===== config.mk =====
export PLATFORM = sky130hd
export DESIGN_NAME = yfilter_mc
export DESIGN_NICKNAME = d
export VERILOG_FILES = /design/src/rtl/yfilter_mc.sv
export SDC_FILE = /design/constraint.sdc
export NUM_CORES = 1
export LEC_CHECK = 0
export BUFFER_PORTS_ARGS = -buffer_cell sky130_fd_sc_hd__clkbuf_2
export CORE_MARGIN = 5
export CORE_UTILIZATION = 45
export CTS_CLUSTER_SIZE = 10
export DETAILED_ROUTE_END_ITERATION = 16
export GPL_TIMING_DRIVEN = 0
export PLACE_DENSITY = 0.71
export SETUP_SLACK_MARGIN = 0.3
export SLEW_MARGIN = 10
export SYNTH_ARGS = -nofsm -noshare
export SYNTH_HDL_FRONTEND = slang
export SYNTH_SLANG_ARGS = --single-unit

===== constraint.sdc =====
create_clock -name clk -period 3.55 [get_ports clk]
set_input_delay 0.71 -clock clk [delete_from_list [all_inputs] [get_ports clk]]
set_output_delay 0.71 -clock clk [all_outputs]
set_load 0.005 [all_outputs]

===== src/rtl/yfilter_mc.sv =====
// rtl/yfilter_mc.sv - multi-channel vertical binomial low-pass filter, 3-stage valid/ready pipeline
module yfilter_mc #(
  parameter int PB   = 8,
  parameter int NCH  = 3,
  parameter int TAPS = 3,
  parameter int NORM = 0,
  localparam int S   = (TAPS == 5) ? 4 : 2,
  localparam int OW  = (NORM != 0) ? PB : PB + S
) (
  input  logic                     clk,
  input  logic                     rst,
  input  logic                     i_valid,
  output logic                     o_ready,
  input  logic [NCH*TAPS*PB-1:0]   i_pixelset,
  input  logic [1:0]               i_top_dist,
  input  logic [1:0]               i_bot_dist,
  input  logic                     i_border,
  input  logic                     i_col1,
  input  logic                     i_colN,
  input  logic                     i_rowM,
  output logic                     o_valid,
  input  logic                     i_ready,
  output logic [NCH*OW-1:0]        o_pixel,
  output logic                     o_col1,
  output logic                     o_colN,
  output logic                     o_rowM
);

  localparam int C  = TAPS / 2;
  localparam int SW = PB + S;

  if (!(TAPS == 3 || TAPS == 5)) begin : g_bad_taps
    $error("yfilter_mc: TAPS must be 3 or 5");
  end
  if (NCH < 1 || NCH > 4) begin : g_bad_nch
    $error("yfilter_mc: NCH must be 1..4");
  end

  logic en;
  assign en      = i_ready | ~o_valid;
  assign o_ready = en;

  // S1: raw capture of the beat and its edge information
  logic                   v1;
  logic [NCH*TAPS*PB-1:0] px1;
  logic [1:0]             top1, bot1;
  logic                   brd1;
  logic [2:0]             fl1;

  always_ff @(posedge clk) begin
    if (rst) begin
      v1   <= 1'b0;
      px1  <= '0;
      top1 <= '0;
      bot1 <= '0;
      brd1 <= 1'b0;
      fl1  <= '0;
    end else if (en) begin
      v1   <= i_valid;
      px1  <= i_pixelset;
      top1 <= i_top_dist;
      bot1 <= i_bot_dist;
      brd1 <= i_border;
      fl1  <= {i_col1, i_colN, i_rowM};
    end
  end

  // Each tap decides independently, so short images mask on both sides at once
  logic [PB-1:0] tap1 [NCH][TAPS];

  always_comb begin
    for (int c = 0; c < NCH; c++) begin
      for (int k = 0; k < TAPS; k++) begin
        tap1[c][k] = px1[(c*TAPS+k)*PB +: PB];
        if (k + int'(top1) < C)
          tap1[c][k] = brd1 ? px1[(c*TAPS+C-int'(top1))*PB +: PB] : '0;
        else if (k > C + int'(bot1))
          tap1[c][k] = brd1 ? px1[(c*TAPS+C+int'(bot1))*PB +: PB] : '0;
      end
    end
  end

  logic [SW-1:0] upc [NCH];
  logic [SW-1:0] loc [NCH];

  if (TAPS == 3) begin : g_w3
    always_comb begin
      for (int c = 0; c < NCH; c++) begin
        upc[c] = SW'(tap1[c][0]);
        loc[c] = (SW'(tap1[c][1]) << 1) + SW'(tap1[c][2]);
      end
    end
  end else begin : g_w5
    always_comb begin
      for (int c = 0; c < NCH; c++) begin
        upc[c] = SW'(tap1[c][0]) + (SW'(tap1[c][1]) << 2);
        loc[c] = (SW'(tap1[c][2]) << 2) + (SW'(tap1[c][2]) << 1)
               + (SW'(tap1[c][3]) << 2) + SW'(tap1[c][4]);
      end
    end
  end

  // S2: partial sums
  logic          v2;
  logic [2:0]    fl2;
  logic [SW-1:0] up2 [NCH];
  logic [SW-1:0] lo2 [NCH];

  always_ff @(posedge clk) begin
    if (rst) begin
      v2  <= 1'b0;
      fl2 <= '0;
      for (int c = 0; c < NCH; c++) begin
        up2[c] <= '0;
        lo2[c] <= '0;
      end
    end else if (en) begin
      v2  <= v1;
      fl2 <= fl1;
      for (int c = 0; c < NCH; c++) begin
        up2[c] <= upc[c];
        lo2[c] <= loc[c];
      end
    end
  end

  logic [NCH*OW-1:0] pixc;

  // Full-weight maximum plus the rounding constant still fits in SW bits
  if (NORM != 0) begin : g_norm
    always_comb begin
      logic [SW-1:0] rnd;
      pixc = '0;
      rnd  = '0;
      for (int c = 0; c < NCH; c++) begin
        rnd = up2[c] + lo2[c] + SW'(1 << (S-1));
        pixc[c*OW +: OW] = rnd[SW-1:S];
      end
    end
  end else begin : g_raw
    always_comb begin
      pixc = '0;
      for (int c = 0; c < NCH; c++)
        pixc[c*OW +: OW] = up2[c] + lo2[c];
    end
  end

  // S3: output register
  always_ff @(posedge clk) begin
    if (rst) begin
      o_valid <= 1'b0;
      o_pixel <= '0;
      o_col1  <= 1'b0;
      o_colN  <= 1'b0;
      o_rowM  <= 1'b0;
    end else if (en) begin
      o_valid <= v2;
      o_pixel <= pixc;
      {o_col1, o_colN, o_rowM} <= fl2;
    end
  end

endmodule


# After elaboration in Yosys (flattened, before gate mapping)
# Memory sizes are Yosys's and may differ from the RTL's.
# Cells that the tools add are included.
[op_classes]
n_addsub = 14
magnitude_cmp = 6
shifts = 6
n_mux = 35
bitwise = 8
[ops]
columns = ["operator", "count"]
rows = [
  ["$mux 8", 27],
  ["$shiftx 72x7->8", 2],
  ["$shiftx 72x8->8", 2],
  ["$shiftx 72x32->8", 1],
  ["$shiftx 72x6->8", 1],
  ["$gt 1x32->1 const A", 1],
  ["$gt 2x32->1 const A", 1],
  ["$add 10x10->10", 3],
  ["$add 9x8->10", 3],
  ["$mux 10", 3],
  ["$add 3x2->4 const A", 2],
  ["$sub 3x2->4 const A", 2],
  ["$or 1x1->1", 7],
  ["$add 1x2->3 const A", 2],
  ["$lt 3x1->1 const B", 2],
  ["$mux 1", 5],
  ["$add 2x2->3 const A", 1],
  ["$gt 2x3->1 const A", 1],
  ["$sub 1x2->3 const A", 1],
  ["$lt 2x1->1 const B", 1],
  ["$not 1->1", 1],
]
[word_totals]
regBits = 119
mem_bits_rw = 54
out_inout_bits = 35
wordCells = 84
n_memories = 2
[memory_table]
columns = ["memory", "depth", "word_bits", "rd", "rd_ports_with_merged_regs", "write_ports", "line_no", "text"]
rows = [
  ["lo2", 3, 10, 3, 0, 3, "107", "logic [SW-1:0] lo2 [NCH];"],
  ["up2", 3, 8, 3, 0, 3, "106", "logic [SW-1:0] up2 [NCH];"],
]

# Depth between registers and ports, before layout
# Gate-level depths: netlist (run 1).
[depth]
depth_word = 7
ltp_mapped = 12
mapped_depth_nobuf = 11

# Least setup slack after synthesis (run 1)
# Ideal clock, no wire load.
[synth_timing]
kind = "input to register"
from = "input port i_ready"
to = "memory lo2[0][0] (netlist name), enable pin"
setup_ns = 0.408
arrival_time_ns = 2.315
slack_ns = 0.827
cell_stages = 6
cell_sequence = "nor2b_1 -> buf_4 -> inv_4 -> buf_2 -> nor2_2 -> inv_1"
[synth_lines]
columns = ["element", "line_no", "text"]
rows = [
  ["from (decl)", "22", "input logic i_ready,"],
  ["to (decl)", "107", ""],
]

==> run summary, run 1 <==
The run finished with clean final reports. The dominant register cell in the synthesized netlist is sky130_fd_sc_hd__dfxtp_1. The switching power as a share of total power is 0.2688.

The cell leakage power came out at 4.742 nW. The number of non-filler instances in the completed layout came out at approximately 1500. The global-route wire length before repair is around 43000 um. The number of global-route vias before repair is between 7000 and 8000. The data arrival time of the worst path came out at about 3.2 ns. Counting flops and latches in the post-synthesis netlist gives 173. Compared with the post-synthesis result, the final layout area differs by 16.34%.

The startpoint identified for the worst register-to-register timing path is bot1[1]. The final critical-path share of the clock period is 0.8610. The floorplan die area came out at between 20000 and 25000 um2. Power spread over the standard cell area amounts to roughly 450 nW/um2. The initial core utilization is 0.4591. The number of cells on the worst hold path is 2. The die width is 154.1 um. The CTS buffer count came out at 17. The later pin in the worst-skew pair is clocked with a latency of between 0.4 and 0.5 ns. The highest net fanout along the worst path is 10. The clock sink count is roughly 170.

The die extent in y came out at 154.1 um. The worst hold slack came out at 0.4493 ns. The post-synth net total is 1198. The number of cells after detailed placement came out at between 1000 and 1500.

The setup check on the worst reg-to-reg path leaves a slack of around 0.49 ns. The total of max-cap violations came out at 0. The CTS clock-pin slew for the worst setup and hold paths came out at around 0.07 ns. Sorting the synthesized cells by how often they occur yields 274 x sky130_fd_sc_hd__nand2_1, 127 x sky130_fd_sc_hd__a21oi_1, 119 x sky130_fd_sc_hd__dfxtp_1, 57 x sky130_fd_sc_hd__clkbuf_1, 54 x sky130_fd_sc_hd__edfxtp_1.

The total global-route track usage came out at 0.2292. After synthesis, the cell types taking the most area are sky130_fd_sc_hd__dfxtp_1 25%, sky130_fd_sc_hd__edfxtp_1 17%, sky130_fd_sc_hd__nand2_1 11%. The detailed router's first-iteration violation count came out at ~750. The final critical path time including I/O delays and setup is about 3.1 ns. The worst setup path is captured at a register. The launching element type of the critical path is a register.

The ratio of cells with drive above 1 in the final layout came out at 0.1726. The min-delay analysis places its worst path in the category register to register. The tree is rooted in a sky130_fd_sc_hd__clkbuf_16. The register area share after synthesis is 0.4282. The proportion of register bits with asynchronous set or reset after synthesis came out at 0. The number of nets with antenna violations after routing is 0. The max-slew violation count was 0. Counting along the longest clock path gives a buffer depth of 2. sky130_fd_sc_hd__dfxtp_1 takes more of the synthesized area than any other cell. The final standard cell utilization of the core is 0.5342. The post-synthesis instance total is approximately 1100. For this run, the top clock speed supported by timing is 327.2 MHz. The total negative setup slack came out at 0 ns.

The number of input and output port buffers inserted is ~120. Setup repair after global routing left no endpoint under its margin. The peak ir drop on the vdd network came out at about 0.00033 V. The worst hold path begins at o_pixel[11]. The final number of setup-violating endpoints came out at 0. The detailed-route DRC error count is 0. The via total after detailed routing came out at between 8000 and 9000.

Summed over all layers, the global routing overflow is 0. The mean post-synth cell area came out at 8.813 um2. Among all cell types in the netlist, the one instantiated most often is sky130_fd_sc_hd__nand2_1.

The sum of routed wire length over all layers came out at roughly 27000 um. The net count reported at finish is approximately 1300. The summed instance area of the synthesized netlist is roughly 9400 um2.

The total power after layout is 4.869 mW. The startpoint-to-endpoint class of the critical path is register to register. Once detailed placement completed, the half-perimeter wirelength came to roughly 21000 um. The via count normalized by instance count came out at approximately 5.5. The relative contribution of sequential cells to total power came out at 0.470.

TritonCTS built the clock tree. The data required time at the worst endpoint is 3.72 ns. For hold timing, the worst endpoint is o_pixel[11]. Entering global routing, the biggest net connects 45 pins. The largest clock skew in the final design is roughly 0.011 ns. In this run the tightest slew margin relative to its limit is 0.4672. The analysis attributes to net switching a power of between 1 and 1.5 mW. The area share of the largest cell type after synthesis came out at 0.2548.

The yosys synthesis warning count came out at 0. The terminus of the critical flop-to-flop path is lo2[0][17]. The count of standard-cell rows came out at 52. In this run, synthesis inferred 54 flip-flops with an integrated enable. The first TritonRoute pass finished after 5 iterations. For the pin with the worst max-slew slack, the measured transition is approximately 0.8 ns. The clock tree synthesis step divided the H-tree into 4 levels. The routed wire length per instance is 18.33 um. The number of antenna violations at the first check in global routing was 0. Post-CTS timing repair inserted 0 buffers for setup. The diode insertion count for antenna repair is 0. The number of distinct library cells after synthesis is 52. Measured in cells, the most critical reg-to-reg path has a length of 10. The cell internal power dissipation is ~3.6 mW. Of the total power, the clock network draws 0.380.

After floorplanning, the core was sized to cover 20360 um2. The top-level I/O count came out at between 100 and 150. The number of hold violations in the final report is 0. The routability-driven placement congestion ratio is ~0.97. The combinational fraction of design power came out at 0.150.
metrics by stage:
| stage | setup WS (ns) | cell area (um2) |
|---|---|---|
| final | 0.4936 | 10880 |
| after global routing | 0.3005 | 10880 |
| after CTS | 0.4241 | 10870 |
| after detailed placement | 0.4334 | 10300 |
| after global placement | -0.06362 | 10280 |
| after floorplan | 0.8270 | 9350 |
state kept, by name (all words and copies together) (netlist names):
register,flops
bot1,2
v1,1
v2,1
o_pixel,30
o_valid,1
fl1,3
fl2,3
o_colN,1
up2,24
lo2,30
brd1,1
top1,2
px1,72
o_col1,1
o_rowM,1
critical path, cell delays in order (launching register included):
cell	delay (ns)
sky130_fd_sc_hd__dfxtp_1	0.32
sky130_fd_sc_hd__or2_2	0.33
sky130_fd_sc_hd__clkbuf_1	0.28
sky130_fd_sc_hd__o21ai_0	0.37
sky130_fd_sc_hd__inv_1	0.14
sky130_fd_sc_hd__fa_1	0.46
sky130_fd_sc_hd__nor2b_1	0.18
sky130_fd_sc_hd__o21ai_0	0.13
sky130_fd_sc_hd__a21boi_1	0.29
sky130_fd_sc_hd__mux2i_1	0.23
sky130_fd_sc_hd__nand3_1	0.09
per-layer routing:
layer / vias to the layer above / global-route usage / routed length, um
met5: - / 0 / 0
met4: 0 / 0.07317 / 820
met3: 50 / 0.04413 / 1820
met2: 328 / 0.3519 / 12070
met1: 3740 / 0.3274 / 12430
li1: 3977 / - / -
power groups by stage:
| stage | sequential [mW] | combinational (mW) | clock, mW |
|---|---|---|---|
| 2_1_floorplan | 2.28 | 0.494 | 0 |
| 4_1_cts | 2.29 | 0.724 | 1.86 |
| 5_1_grt | 2.30 | 0.815 | 1.96 |
| 3_5_place_dp | 2.33 | 0.717 | 0 |
| 3_3_place_gp | 2.32 | 0.707 | 0 |
| 6_report | 2.29 | 0.732 | 1.85 |
layout by cell type (no fill, tap or decap), drive strengths merged, types with 24 or more instances in the layout:
cell type,netlist,routed
nand2,274,274
a21oi,127,127
nor2,55,55
o21ai,44,44
ha,47,47
edfxtp,54,54
mux4,24,24
clkbuf,57,195
buf,23,24
dfxtp,119,119
inv,22,25
how the worst max path moves through the flow:
stage | endpoint | depth (start not counted) | slack, ns | start
after floorplan | lo2[0][0] | 6 | 0.83 | i_ready
after global placement | lo2[0][21] | 7 | -0.06 | i_ready
after detailed placement | lo2[0][7] | 10 | 0.43 | bot1[1]
after CTS | lo2[0][7] | 10 | 0.42 | bot1[1]
after global routing | lo2[0][17] | 10 | 0.30 | bot1[1]
final | lo2[0][17] | 10 | 0.49 | bot1[1]
final cells by class:
type / instances / area, um2
tap: 270 / 337.8
multi-input combinational: 786 / 4925
timing repair buffer: 119 / 610.6
sequential: 173 / 4004
fill: 1930 / 9487
inverter: 22 / 85.08
buffer: 80 / 342.8
clock buffer: 20 / 456.7
clock inverter: 11 / 116.4
what timing repair did:
item	4_1_cts	5_1_grt
hold buffers	0	0
resized for setup	0	6
endpoints found under the setup margin	0	4
hold endpoints to repair	0	0
cells by family after synthesis:
| family | synth area share |
|---|---|
| AND/OR/NAND/NOR | 0.2010 |
| AO/OA/AOI/OAI | 0.1517 |
| flip-flops | 0.4282 |
| buffers and inverters | 0.04550 |
| adder cells (fa/ha/maj) | 0.07574 |
| multiplexers | 0.07815 |
| XOR/XNOR | 0.01967 |
Power figures use the tool's default switching activity.
==> inputs of run 2 (changes only) <==
Settings changed: SETUP_SLACK_MARGIN 0.3 to 0.5.
==> run summary, run 2 (same netlist as run 1, synthesis figures left out) <==
The top cell types in the final layout, fill and taps aside, are 274 x sky130_fd_sc_hd__nand2_1, 126 x sky130_fd_sc_hd__a21oi_1, 121 x sky130_fd_sc_hd__clkbuf_2, 119 x sky130_fd_sc_hd__dfxtp_1. The peak ir drop on the vdd network is 0.0003317 V. The max-slew violation count is 0. The floorplan step set the die height to between 150 and 200 um. In the routed design, unresolved DRC markers number 0. Of the total power, combinational logic draws 0.151. The detailed placement HPWL is ~21000 um. The number of hold violations in the final report is 0. The clock latency of the later-clocked register in the worst-skew pair is about 0.43 ns. The initial core utilization came out at 0.4591.

The diode insertion count for antenna repair is 0. The cell leakage power came out at 4.750 nW. The total negative setup slack came out at 0 ns. The data arrival time of the worst path is between 3 and 4 ns. STA classifies the critical path endpoint as a register. The count of standard-cell rows came out at 52. The maximum single-stage delay on the critical path is 0.37 ns. The number of antenna violations at the first check in global routing was 0. The tightest min-delay check is of the register to register type. The run finished with clean final reports. For the pin with the worst max-slew slack, the measured transition is between 0.7 and 0.8 ns.

The relative contribution of sequential cells to total power is 0.470. The power per cell area came out at ~450 nW/um2. The total congestion overflow came out at 0.

Ranked by flip-flop count, first place goes to px1. The detailed router's first-iteration violation count came out at between 700 and 800. For this block, the routed nets add up to between 20000 and 30000 um of wire.

The peak clock frequency supported by timing came out at approximately 350 MHz. STA classifies the critical path startpoint as a register. The cell internal power dissipation is between 3 and 4 mW. The most common library cell in the layout ignoring fill and taps is sky130_fd_sc_hd__nand2_1. The number of nets with antenna violations after routing came out at 0. The startpoint-to-endpoint class of the critical path is register to register. Along the worst path, the maximum fanout reaches 10.

The die width came out at around 150 um. The max-slew headroom at the worst pin is 0.4753. The tree is rooted in a sky130_fd_sc_hd__clkbuf_16.

The number of input and output port buffers inserted is between 100 and 150. In the final layout, the registers with the most flip-flops are px1 x72, lo2 x30, o_pixel x30. STA puts the critical path data required time at around 3.7 ns.

The number of non-filler instances in the completed layout came out at ~1500. The CTS buffer count came out at 17. The net switching power is 1.309 mW. The number of placed instances, taps included, is between 1000 and 1500. The core footprint is slightly above 20000 um2. The largest clock skew in the final design is about 0.0092 ns.

Of the cells placed in the final design, the portion with a size suffix greater than 1 is 0.1792. Dividing the detail-routed wire length by the instance count gives approximately 18 um. The area growth from synthesis to layout is 16.61%. Entering global routing, the biggest net connects between 40 and 50 pins. The CTS clock-pin slew for the worst setup and hold paths came out at ~0.070 ns. The total global-route track usage is 0.2294.

The signal on the critical path passes through or2_2, clkbuf_2, o31ai_1, ha_1, inv_1, fa_1, nor2b_1, o21ai_0, a21oi_2, mux2i_1, nand2_1. The slowest stage of the critical path is the sky130_fd_sc_hd__fa_1 cell. The maximum buffer depth of the clock tree is 2. For this design the top-level I/O count stands at 119. Setup repair after global routing could not meet its margin everywhere. The net count reported at finish is between 1000 and 1500.

After detailed routing, the number of vias per cell comes to around 5.5. Of the available clock period, the critical path in the final layout requires 0.8161. The number of iterations in the first detailed-routing pass is 5. TritonCTS built the clock tree. Of the total power, the share spent switching nets is 0.2687. Setup violations remaining at the end of the flow were counted as 0. The global-route wire length before repair came out at 43010 um. Of the total power, the clock network draws 0.380. The clock sink count is roughly 170.

The number of global-route vias before repair came out at 7747. The clock tree synthesis step divided the H-tree into 4 levels. The flip-flop count of the largest register, all copies and words added is 72. At the end of routability-driven placement, the weighted congestion stood at 0.9713.

Summing over every cut layer, the via total after detailed routing is a little over 8000. Counting I/O delays and the setup requirement, the final critical path takes slightly below 3 ns. The floorplan step defined a die boundary enclosing 23760 um2. The total of max-cap violations came out at 0.
-- run 2: per-stage QoR --
| stage | instance area, um2 | worst slack (ns) | power (mW) | hold slack (ns) | util |
|---|---|---|---|---|---|
| after global routing | 10900 | 0.4626 | 5.079 | 0.4633 | 0.5354 |
| after CTS | 10880 | 0.5069 | 4.873 | 0.4516 | 0.5341 |
| final | 10900 | 0.6529 | 4.870 | 0.4490 | 0.5354 |
| after detailed placement | 10300 | 0.4334 | 3.045 | 0.4426 | 0.5057 |
| after floorplan | 9350 | 0.8270 | 2.776 | 0.4321 | - |
| after global placement | 10280 | -0.06362 | 3.031 | 0.4374 | 0.5047 |
-- run 2: timing repair --
item	4_1_cts	5_1_grt
gates resized for setup	3	14
cloned	0	0
pin swaps	1	2
buffers inserted	0	0
endpoints found under the setup margin	2	15
hold buffers	0	0
-- run 2: cell type report --
| cell class | instances | area, um2 |
|---|---|---|
| buffer | 80 | 345.3 |
| clock buffer | 20 | 456.7 |
| clock inverter | 11 | 116.4 |
| fill | 1927 | 9462 |
| inverter | 22 | 85.08 |
| multi-input combinational | 786 | 4947 |
| sequential | 173 | 4004 |
| tap | 270 | 337.8 |
| timing repair buffer | 119 | 610.6 |
-- run 2: routing by layer --
layer / share of wire / up-vias / track usage
met2: 0.44 / 319 / 0.3521
met1: 0.46 / 3724 / 0.3256
li1: - / 3980 / -
met5: 0 / - / 0
met3: 0.065 / 52 / 0.04722
met4: 0.030 / 0 / 0.07317
-- run 2: critical path, delay by kind of cell, from the launching register on --
| kind | cells | cell delay [ns] |
|---|---|---|
| AND/OR/NAND/NOR | 3 | 0.55 |
| AO/OA/AOI/OAI | 3 | 0.67 |
| multiplexers | 1 | 0.21 |
| adder cells (fa/ha/maj) | 2 | 0.61 |
| flip-flops | 1 | 0.32 |
| buffers and inverters | 2 | 0.30 |
-- run 2: path summary, 6_finish.rpt --
path	start	end	slack, ns	depth (start not counted)
worst max register to register	bot1[1]	lo2[0][27]	0.65	11
worst max-delay path	bot1[1]	lo2[0][27]	0.65	11
worst min-delay path	o_pixel[9]	o_pixel[9]	0.45	2
worst min register to register	o_pixel[9]	o_pixel[9]	0.45	2
-- run 2: power by group through the flow --
stage / clock network (mW) / registers (mW) / logic [mW]
2_1_floorplan: 0 / 2.28 / 0.494
3_3_place_gp: 0 / 2.32 / 0.707
3_5_place_dp: 0 / 2.33 / 0.717
4_1_cts: 1.86 / 2.29 / 0.725
5_1_grt: 1.96 / 2.30 / 0.818
6_report: 1.85 / 2.29 / 0.734
